===== src/rtl/mr_latch_dac_pkg.sv =====
// Shared constants for the latched-code PWM / sigma-delta DAC: widths, mode
// encodings and pin bit positions.
package mr_latch_dac_pkg;

    localparam int WIDTH_DEFAULT = 8;

    typedef enum logic {
        MODE_PWM = 1'b0,
        MODE_SD  = 1'b1
    } mode_e;

    localparam int UIO_STROBE = 0;
    localparam int UIO_MODE   = 1;

    localparam int UO_DAC_BIT      = 0;
    localparam int UO_PERIOD_START = 1;
    localparam int UO_PENDING      = 2;
    localparam int UO_LOAD_ACK     = 3;

endpackage


===== src/rtl/mr_latch_sync2.sv =====
// Two-flop synchronizer for one asynchronous level input.
module mr_latch_sync2 (
    input  logic clk,
    input  logic rst_n,
    input  logic d,
    output logic q
);

    logic meta;

    // NOTE: sequential state uses non-blocking (<=) so every flop samples the pre-edge values.
    always_ff @(posedge clk or negedge rst_n) begin
        if (!rst_n) begin
            meta <= 1'b0;
            q    <= 1'b0;
        end else begin
            meta <= d;
            q    <= meta;
        end
    end

endmodule


===== src/rtl/tt_um_mr_latch_dac.sv =====
// 1-bit DAC: a requested code is latched on a strobe edge and applied at the next
// period wrap; output is PWM or first-order sigma-delta.
module tt_um_mr_latch_dac
    import mr_latch_dac_pkg::*;
#(
    parameter int WIDTH = WIDTH_DEFAULT
) (
    input  logic       clk,
    input  logic       rst_n,
    input  logic       ena,
    input  logic [7:0] ui_in,
    input  logic [7:0] uio_in,
    output logic [7:0] uo_out,
    output logic [7:0] uio_out,
    output logic [7:0] uio_oe
);

    logic             strobe_sync, strobe_prev, load_event;
    logic             mode_sync;
    logic [WIDTH-1:0] in_code;
    mode_e            in_mode;

    logic [WIDTH-1:0] cnt, cnt_next, acc;
    logic [WIDTH-1:0] shadow_code, active_code, next_code;
    mode_e            shadow_mode, active_mode, next_mode;
    logic             pending, next_pending, load_ack, dac_bit, period_start;
    logic             wrap, acc_clear;
    logic [WIDTH:0]   sum;
    logic             unused_bits;

    mr_latch_sync2 u_sync_strobe (.clk(clk), .rst_n(rst_n), .d(uio_in[UIO_STROBE]), .q(strobe_sync));
    mr_latch_sync2 u_sync_mode   (.clk(clk), .rst_n(rst_n), .d(uio_in[UIO_MODE]),   .q(mode_sync));

    assign load_event  = strobe_sync & ~strobe_prev;
    assign in_code     = WIDTH'(ui_in);
    assign in_mode     = mode_e'(mode_sync);
    assign unused_bits = &{1'b0, uio_in[7:2]};

    // NOTE: every always_comb output gets a default first so no path can infer a latch.
    always_comb begin
        next_code    = active_code;
        next_mode    = active_mode;
        next_pending = pending;
        wrap         = ena && (cnt == '1);
        cnt_next     = cnt + WIDTH'(1);
        if (load_event && wrap) begin
            // Capture on the wrap edge bypasses the shadow straight into the new period.
            next_code    = in_code;
            next_mode    = in_mode;
            next_pending = 1'b0;
        end else if (wrap && pending) begin
            next_code    = shadow_code;
            next_mode    = shadow_mode;
            next_pending = 1'b0;
        end else if (load_event) begin
            next_pending = 1'b1;
        end
        acc_clear = wrap && ((next_code != active_code) || (next_mode != active_mode));
        sum       = {1'b0, (acc_clear ? '0 : acc)} + {1'b0, next_code};
    end

    // NOTE: every state flop, including the shadow and active code registers, is reset so a
    // pending code never survives reset.
    always_ff @(posedge clk or negedge rst_n) begin
        if (!rst_n) begin
            strobe_prev  <= 1'b0;
            load_ack     <= 1'b0;
            pending      <= 1'b0;
            shadow_code  <= '0;
            shadow_mode  <= MODE_PWM;
            active_code  <= '0;
            active_mode  <= MODE_PWM;
            cnt          <= '0;
            acc          <= '0;
            dac_bit      <= 1'b0;
            period_start <= 1'b0;
        end else begin
            strobe_prev <= strobe_sync;
            load_ack    <= load_event;
            pending     <= next_pending;
            active_code <= next_code;
            active_mode <= next_mode;
            if (load_event) begin
                shadow_code <= in_code;
                shadow_mode <= in_mode;
            end
            // Outputs are computed from next-cycle values so dac_bit lines up with cnt.
            if (ena) begin
                cnt          <= cnt_next;
                acc          <= sum[WIDTH-1:0];
                period_start <= (cnt_next == '0);
                dac_bit      <= (next_mode == MODE_PWM) ? (cnt_next < next_code) : sum[WIDTH];
            end
        end
    end

    always_comb begin
        uo_out                  = '0;
        uo_out[UO_DAC_BIT]      = dac_bit;
        uo_out[UO_PERIOD_START] = period_start;
        uo_out[UO_PENDING]      = pending;
        uo_out[UO_LOAD_ACK]     = load_ack;
    end

    assign uio_out = '0;
    assign uio_oe  = '0;

endmodule


===== config.mk =====
export PLATFORM = sky130hd
export DESIGN_NAME = tt_um_mr_latch_dac
export DESIGN_NICKNAME = d
export VERILOG_FILES = /design/src/rtl/mr_latch_dac_pkg.sv /design/src/rtl/mr_latch_sync2.sv /design/src/rtl/tt_um_mr_latch_dac.sv
export SDC_FILE = /design/constraint.sdc
export NUM_CORES = 1
export LEC_CHECK = 0
export CORE_MARGIN = 2
export CORE_UTILIZATION = 55
export DETAILED_ROUTE_END_ITERATION = 8
export PLACE_DENSITY = 0.81
export SYNTH_ARGS = -nofsm -noshare
export SYNTH_HDL_FRONTEND = slang
export SYNTH_SLANG_ARGS = --single-unit

===== constraint.sdc =====
create_clock -name clk -period 9.24 [get_ports clk]
set_input_delay 2.31 -clock clk [delete_from_list [all_inputs] [get_ports clk]]
set_output_delay 2.31 -clock clk [all_outputs]
set_load 0.02 [all_outputs]

==> Word-level counts from Yosys, hierarchy flattened <==
Index checks and enable logic that the tools add are counted.
{ "totals": {"ff_bits": 43, "inputBits": 19, "output_inout_bits": 24, "elab_cells": 39} }
{ "classes": {"n_addsub": 2, "magnitude_cmp": 1, "eq_ne": 3, "n_mux": 9, "bitwise": 2, "n_reduce_logical": 7} }
{ "op_table": {"columns": ["cell", "n"], "rows": [
  ["8-bit 2-to-1 mux", 3],
  ["8-bit by 8-bit adder with 9-bit output", 1],
  ["8-bit by 1-bit adder with 8-bit output (second input constant)", 1],
  ["8-bit == test (second input constant)", 1],
  ["8-bit zero test", 1],
  ["8-bit less-than comparator", 1],
  ["8-bit inequality test", 1],
  ["1-bit 2-to-1 mux", 6],
  ["1-bit logical AND", 4],
  ["3-bit nonzero test", 1],
  ["1-bit bitwise AND", 1],
  ["1-bit logical OR", 1],
  ["1-bit inequality test", 1],
  ["1-bit inverter", 1]
]} }

==> Longest topological paths before layout <==
{ "depth": {"depth_word": 11, "depth_mapped": 15} }

==> Hierarchy <==
From an unflattened synthesis, not the netlist that was laid out.
{ "hier_totals": {"hier_cells": 297, "area_unflattened_um2": 2832.7} }
{ "modules_own_cells": {"columns": ["mod", "n_inst", "cells_per_inst", "area_each_um2", "seq_area_each_um2"], "rows": [
  ["tt_um_mr_latch_dac", 1, 293, 2732.6, 975.9],
  ["mr_latch_sync2", 2, 2, 50.0, 50.0]
]} }

==> Worst setup path after synthesis <==
OpenSTA, ideal clock, no wires.
{ "synth_timing": {"path_type": "input-to-reg", "from": "input port ui_in[3]", "to": "register acc[7]", "setup_ns": 0.130, "arrival_ns": 5.026, "t_required_ns": 9.110, "setup_slack_ns": 4.084, "stages": 12, "path_buffers": 1, "path_cell_list": "and3b_1 > a31oi_2 > o22ai_1 > or4_4 > buf_6 > a211oi_2 > ha_1 > a21o_1 > a21o_1 > a2111oi_0 > nor3_1 > nand3b_1"} }
{ "synth_between": {"elab_chain_cells": 6} }
{ "synth_rtl": {"columns": ["element", "line", "rtl"], "rows": [
  ["from (decl)", "tt_um_mr_latch_dac.sv:11", "input logic [7:0] ui_in,"],
  ["8-bit 2-to-1 mux *", "tt_um_mr_latch_dac.sv:46", "if (load_event && wrap) begin"],
  ["8-bit inequality test", "tt_um_mr_latch_dac.sv:58", "acc_clear = wrap && ((next_code != active_code) || (next_mode != active_mode));"],
  ["1-bit logical OR", "tt_um_mr_latch_dac.sv:58", null],
  ["1-bit logical AND", "tt_um_mr_latch_dac.sv:58", null],
  ["8-bit 2-to-1 mux", "tt_um_mr_latch_dac.sv:59", "sum = {1'b0, (acc_clear ? '0 : acc)} + {1'b0, next_code};"],
  ["8-bit by 8-bit adder with 9-bit output *", "tt_um_mr_latch_dac.sv:59", null],
  ["to (signal assigned)", "tt_um_mr_latch_dac.sv:90", "acc <= sum[WIDTH-1:0];"],
  ["to (decl)", "tt_um_mr_latch_dac.sv:23", "logic [WIDTH-1:0] cnt, cnt_next, acc;"]
]} }
Mark *: on every way between the ends. The rest lies on a longest branch, timed or not.
A chain may end at the register's enable or synchronous reset.

==> Worst setup path after layout <==
{ "layout_timing": {"from": "input port ena", "to": "register acc[7]"} }
{ "layout_between": {"elab_chain_cells": 9} }
{ "layout_rtl": {"columns": ["element", "line", "rtl"], "rows": [
  ["from (decl)", "tt_um_mr_latch_dac.sv:10", "input logic ena,"],
  ["1-bit logical AND", "tt_um_mr_latch_dac.sv:44", "wrap = ena && (cnt == '1);"],
  ["1-bit logical AND", "tt_um_mr_latch_dac.sv:51", "end else if (wrap && pending) begin"],
  ["8-bit 2-to-1 mux or 1-bit 2-to-1 mux (tied branches)", "tt_um_mr_latch_dac.sv:51", null],
  ["8-bit 2-to-1 mux or 1-bit 2-to-1 mux (tied branches)", "tt_um_mr_latch_dac.sv:46", null],
  ["8-bit inequality test or 1-bit inequality test (tied branches)", "tt_um_mr_latch_dac.sv:58", null],
  ["1-bit logical OR", "tt_um_mr_latch_dac.sv:58", null],
  ["1-bit logical AND", "tt_um_mr_latch_dac.sv:58", null],
  ["8-bit 2-to-1 mux", "tt_um_mr_latch_dac.sv:59", null],
  ["8-bit by 8-bit adder with 9-bit output", "tt_um_mr_latch_dac.sv:59", null]
]} }
Several ways; a longest one is shown, not always the timed one.

==> impl_metrics.ini <==
[power]
p_seq_share_pct = 40.9
peakVddDrop_v = 0.0001192
swShare_pct = 32.20
p_clk_share_pct = 28.8
total_leakage_power_nw = 1.523
pwr-share-comb_pct = 30.3
p_int_mw = 0.4112
switching_power_mw = 0.1953
power.density_nw_per_um2 = 196.4
totalPowerFinal_mw = 0.6065

[final_layout]
seqCellArea_sq_um = 1076
n_antenna_cell = 0
final_nets = 349
n_fill_cell = 459
final_design_area_no_fill_sq_um = 3088
drive_gt1_share_pct = 8.917
multi_input_area_sq_um = 1539
syn_to_final_growth_pct = 6.563

[clock_tree]
root_buffer = clkbuf_8
postCtsResizedCells = 0
clock_latency_ns = 0.30
clk_path_buf_depth = 2
cts_tree = yes
cts_sinks = 43
clk_pin_slew_ns = 0.08
cts_setup_buffers = 0
cts_inserted_buffers = 5
postCtsHoldBufs = 0
htreeDepth = 2

[grt]
grt_max_degree = 44
antenna_found_initial = 0
grt_pass1_wl_um = 10070
grt_pass1_vias = 2105
grt_util_all_layers_pct = 21.24
grt_overflow = 0

[route]
drt_iter0_drc = 102
wl_per_cell_um = 14.56
num_vias = 2136
dr.pass1.iters = 4
viasPerCell = 5.563
postRouteAntennaNets = 0
drc = 0
routed_wl_um = 5591

[timing]
finalMaxSlewViolations = 0
setup_ws_ns = 3.097
fmax_mhz = 162.8
finalHoldViolCount = 0
finalSetupTns_ns = 0
finalCriticalPeriod_ns = 6.143
clock_skew_ns = 0.003861
slew-limit-headroom_pct = 36.86
worstMarginPinSlew_ns = 0.9471
setup_viol = 0
final.period_utilization_pct = 66.49
rsz0062_at_grt = no

[setup_path]
worstPathMaxFanout = 32
worst_ep_required_time_ns = 9.42
arrival_ns = 6.32
path_class = in -> reg
crit_path_end_kind = flop
start_kind = primary input

[run_status]
status = finished, final reports clean

[min_path]
hold_path_class = reg -> reg

[placed_design]
routabilityCongestion = 0.8463
port_buffers = 16
dp_hpwl_um = 3954
dp_slack_ns = 2.851
dpl-instance-area_sq_um = 2955

[floorplanning]
num_rows = 26
die-width_um = 76.59
fp.dieH_um = 76.59
coreArea_sq_um = 5107
io_pins = 43
start_util_pct = 56.74
die-area_sq_um = 5865

[synthesis]
synthArstFlopShare_pct = 100.0
synth_area_per_cell_sq_um = 9.348
synth-seq-area-share_pct = 37.13
synth_flop_cell = dfrtp_1
yosys.cell_types.count = 48
synthCells = 310
yosys_warnings = 0
yosys_register_bits = 43
synth_area_sq_um = 2898
synth_enable_flop_cells = 0

[run]
maxCapViolations = 0
[path summary, 6_finish.rpt]
path	startpoint	to	slack (ns)	depth (start not counted)
hold / removal	u_sync_strobe.meta$_DFF_PN0_	u_sync_strobe.q$_DFF_PN0_	0.35	0
setup / recovery	ena	acc[7]$_DFFE_PN0P_	3.10	13
min in group asynchronous	rst_n	strobe_prev$_DFF_PN0_	2.15	1
hold reg to reg	u_sync_strobe.meta$_DFF_PN0_	u_sync_strobe.q$_DFF_PN0_	0.35	0
max in group asynchronous	rst_n	acc[7]$_DFFE_PN0P_	6.50	1
setup reg to reg	cnt[0]$_DFFE_PN0P_	acc[7]$_DFFE_PN0P_	5.05	12
[Yosys cell counts, drive strengths merged, types with 6 or more instances]
| cell | n | area share [%] |
|---|---|---|
| a211oi | 8 | 3.5 |
| a21o | 14 | 3.6 |
| a21oi | 11 | 1.9 |
| a31oi | 6 | 1.9 |
| buf | 34 | 8.5 |
| clkbuf | 7 | 0.91 |
| dfrtp | 43 | 37 |
| ha | 16 | 6.9 |
| inv | 22 | 2.8 |
| nand2 | 33 | 4.3 |
| nand3 | 9 | 1.6 |
| nor2 | 10 | 1.3 |
| o21ai | 14 | 2.4 |
| xnor2 | 13 | 3.9 |
| xor2 | 16 | 4.8 |
[power groups by stage]
stage          clock, mW  sequential [mW]  combinational [mW]
4_1_cts            0.177            0.248               0.186
2_1_floorplan          0            0.232               0.169
3_5_place_dp           0            0.251               0.183
5_1_grt            0.185            0.253               0.212
3_3_place_gp           0            0.250               0.172
6_report           0.175            0.248               0.184
[per-layer routing]
layer  global-route usage, %  routed length, um
met1                   27.18               2488
met2                   35.66               2781
met3                   4.265                204
met4                   7.818                117
met5                       0                  0
[registers in the layout (all words and copies together) (netlist names)]
| name | count |
|---|---|
| dac_bit | 1 |
| active_code | 8 |
| u_sync_strobe.meta | 1 |
| u_sync_strobe.q | 1 |
| u_sync_mode.meta | 1 |
| active_mode | 1 |
| load_ack | 1 |
| u_sync_mode.q | 1 |
| shadow_mode | 1 |
| pending | 1 |
| acc | 8 |
| shadow_code | 8 |
| strobe_prev | 1 |
| period_start | 1 |
| cnt | 8 |
[layout by cell type, fill, tap and decap left out, drive strengths merged, types with 6 or more instances in the layout]
| cell type | instances |
|---|---|
| ha | 16 |
| nand2 | 33 |
| a31oi | 6 |
| dfrtp | 43 |
| nand3 | 9 |
| xor2 | 16 |
| clkdlybuf4s50 | 15 |
| o21ai | 14 |
| a211oi | 8 |
| a21oi | 11 |
| conb | 20 |
| inv | 22 |
| clkbuf | 6 |
| nor2 | 10 |
| a21o | 14 |
| xnor2 | 13 |
[final cells by class]
cell class	count	area share, %
Clock inverter	2	1.945
Sequential cell	43	34.85
Inverter	22	2.674
Clock buffer	6	2.350
Multi-Input combinational cell	223	49.84
Tap cell	70	2.836
Timing Repair Buffer	18	5.511
[worst max-delay path, cell delays in order]
cell             delay (ns)
clkdlybuf4s50_1        0.45
buf_4                  0.30
and4_1                 0.30
nand3_1                0.35
o21ai_0                0.37
a41oi_2                0.37
a211oi_2               0.38
ha_1                   0.28
a21o_1                 0.15
a21o_1                 0.21
a2111oi_0              0.53
nor3_1                 0.11
nand3b_1               0.18
[per-stage QoR]
step	hold WS, ns	std cells	utilization [%]
final	0.3541	384	60.46
after global routing	0.3640	384	60.46
after CTS	0.3578	384	60.46
after detailed placement	0.3387	376	57.86
after global placement	0.3364	376	57.86
after floorplan	0.3312	329	-
[logic make-up (layout without fill, tap and decap cells)]
kind of cell / Yosys count / in the layout / share of synthesized area [%]
simple gates: 83 / 83 / 14.55
compound gates: 72 / 72 / 18.87
buf+inv: 63 / 48 / 12.22
flops: 43 / 43 / 37.13
xor+xnor: 29 / 29 / 8.765
fa+ha+maj: 17 / 17 / 7.599
mux: 2 / 2 / 0.7340
other cells: 1 / 20 / 0.1294
No activity file was read; power rests on OpenSTA's default activity.
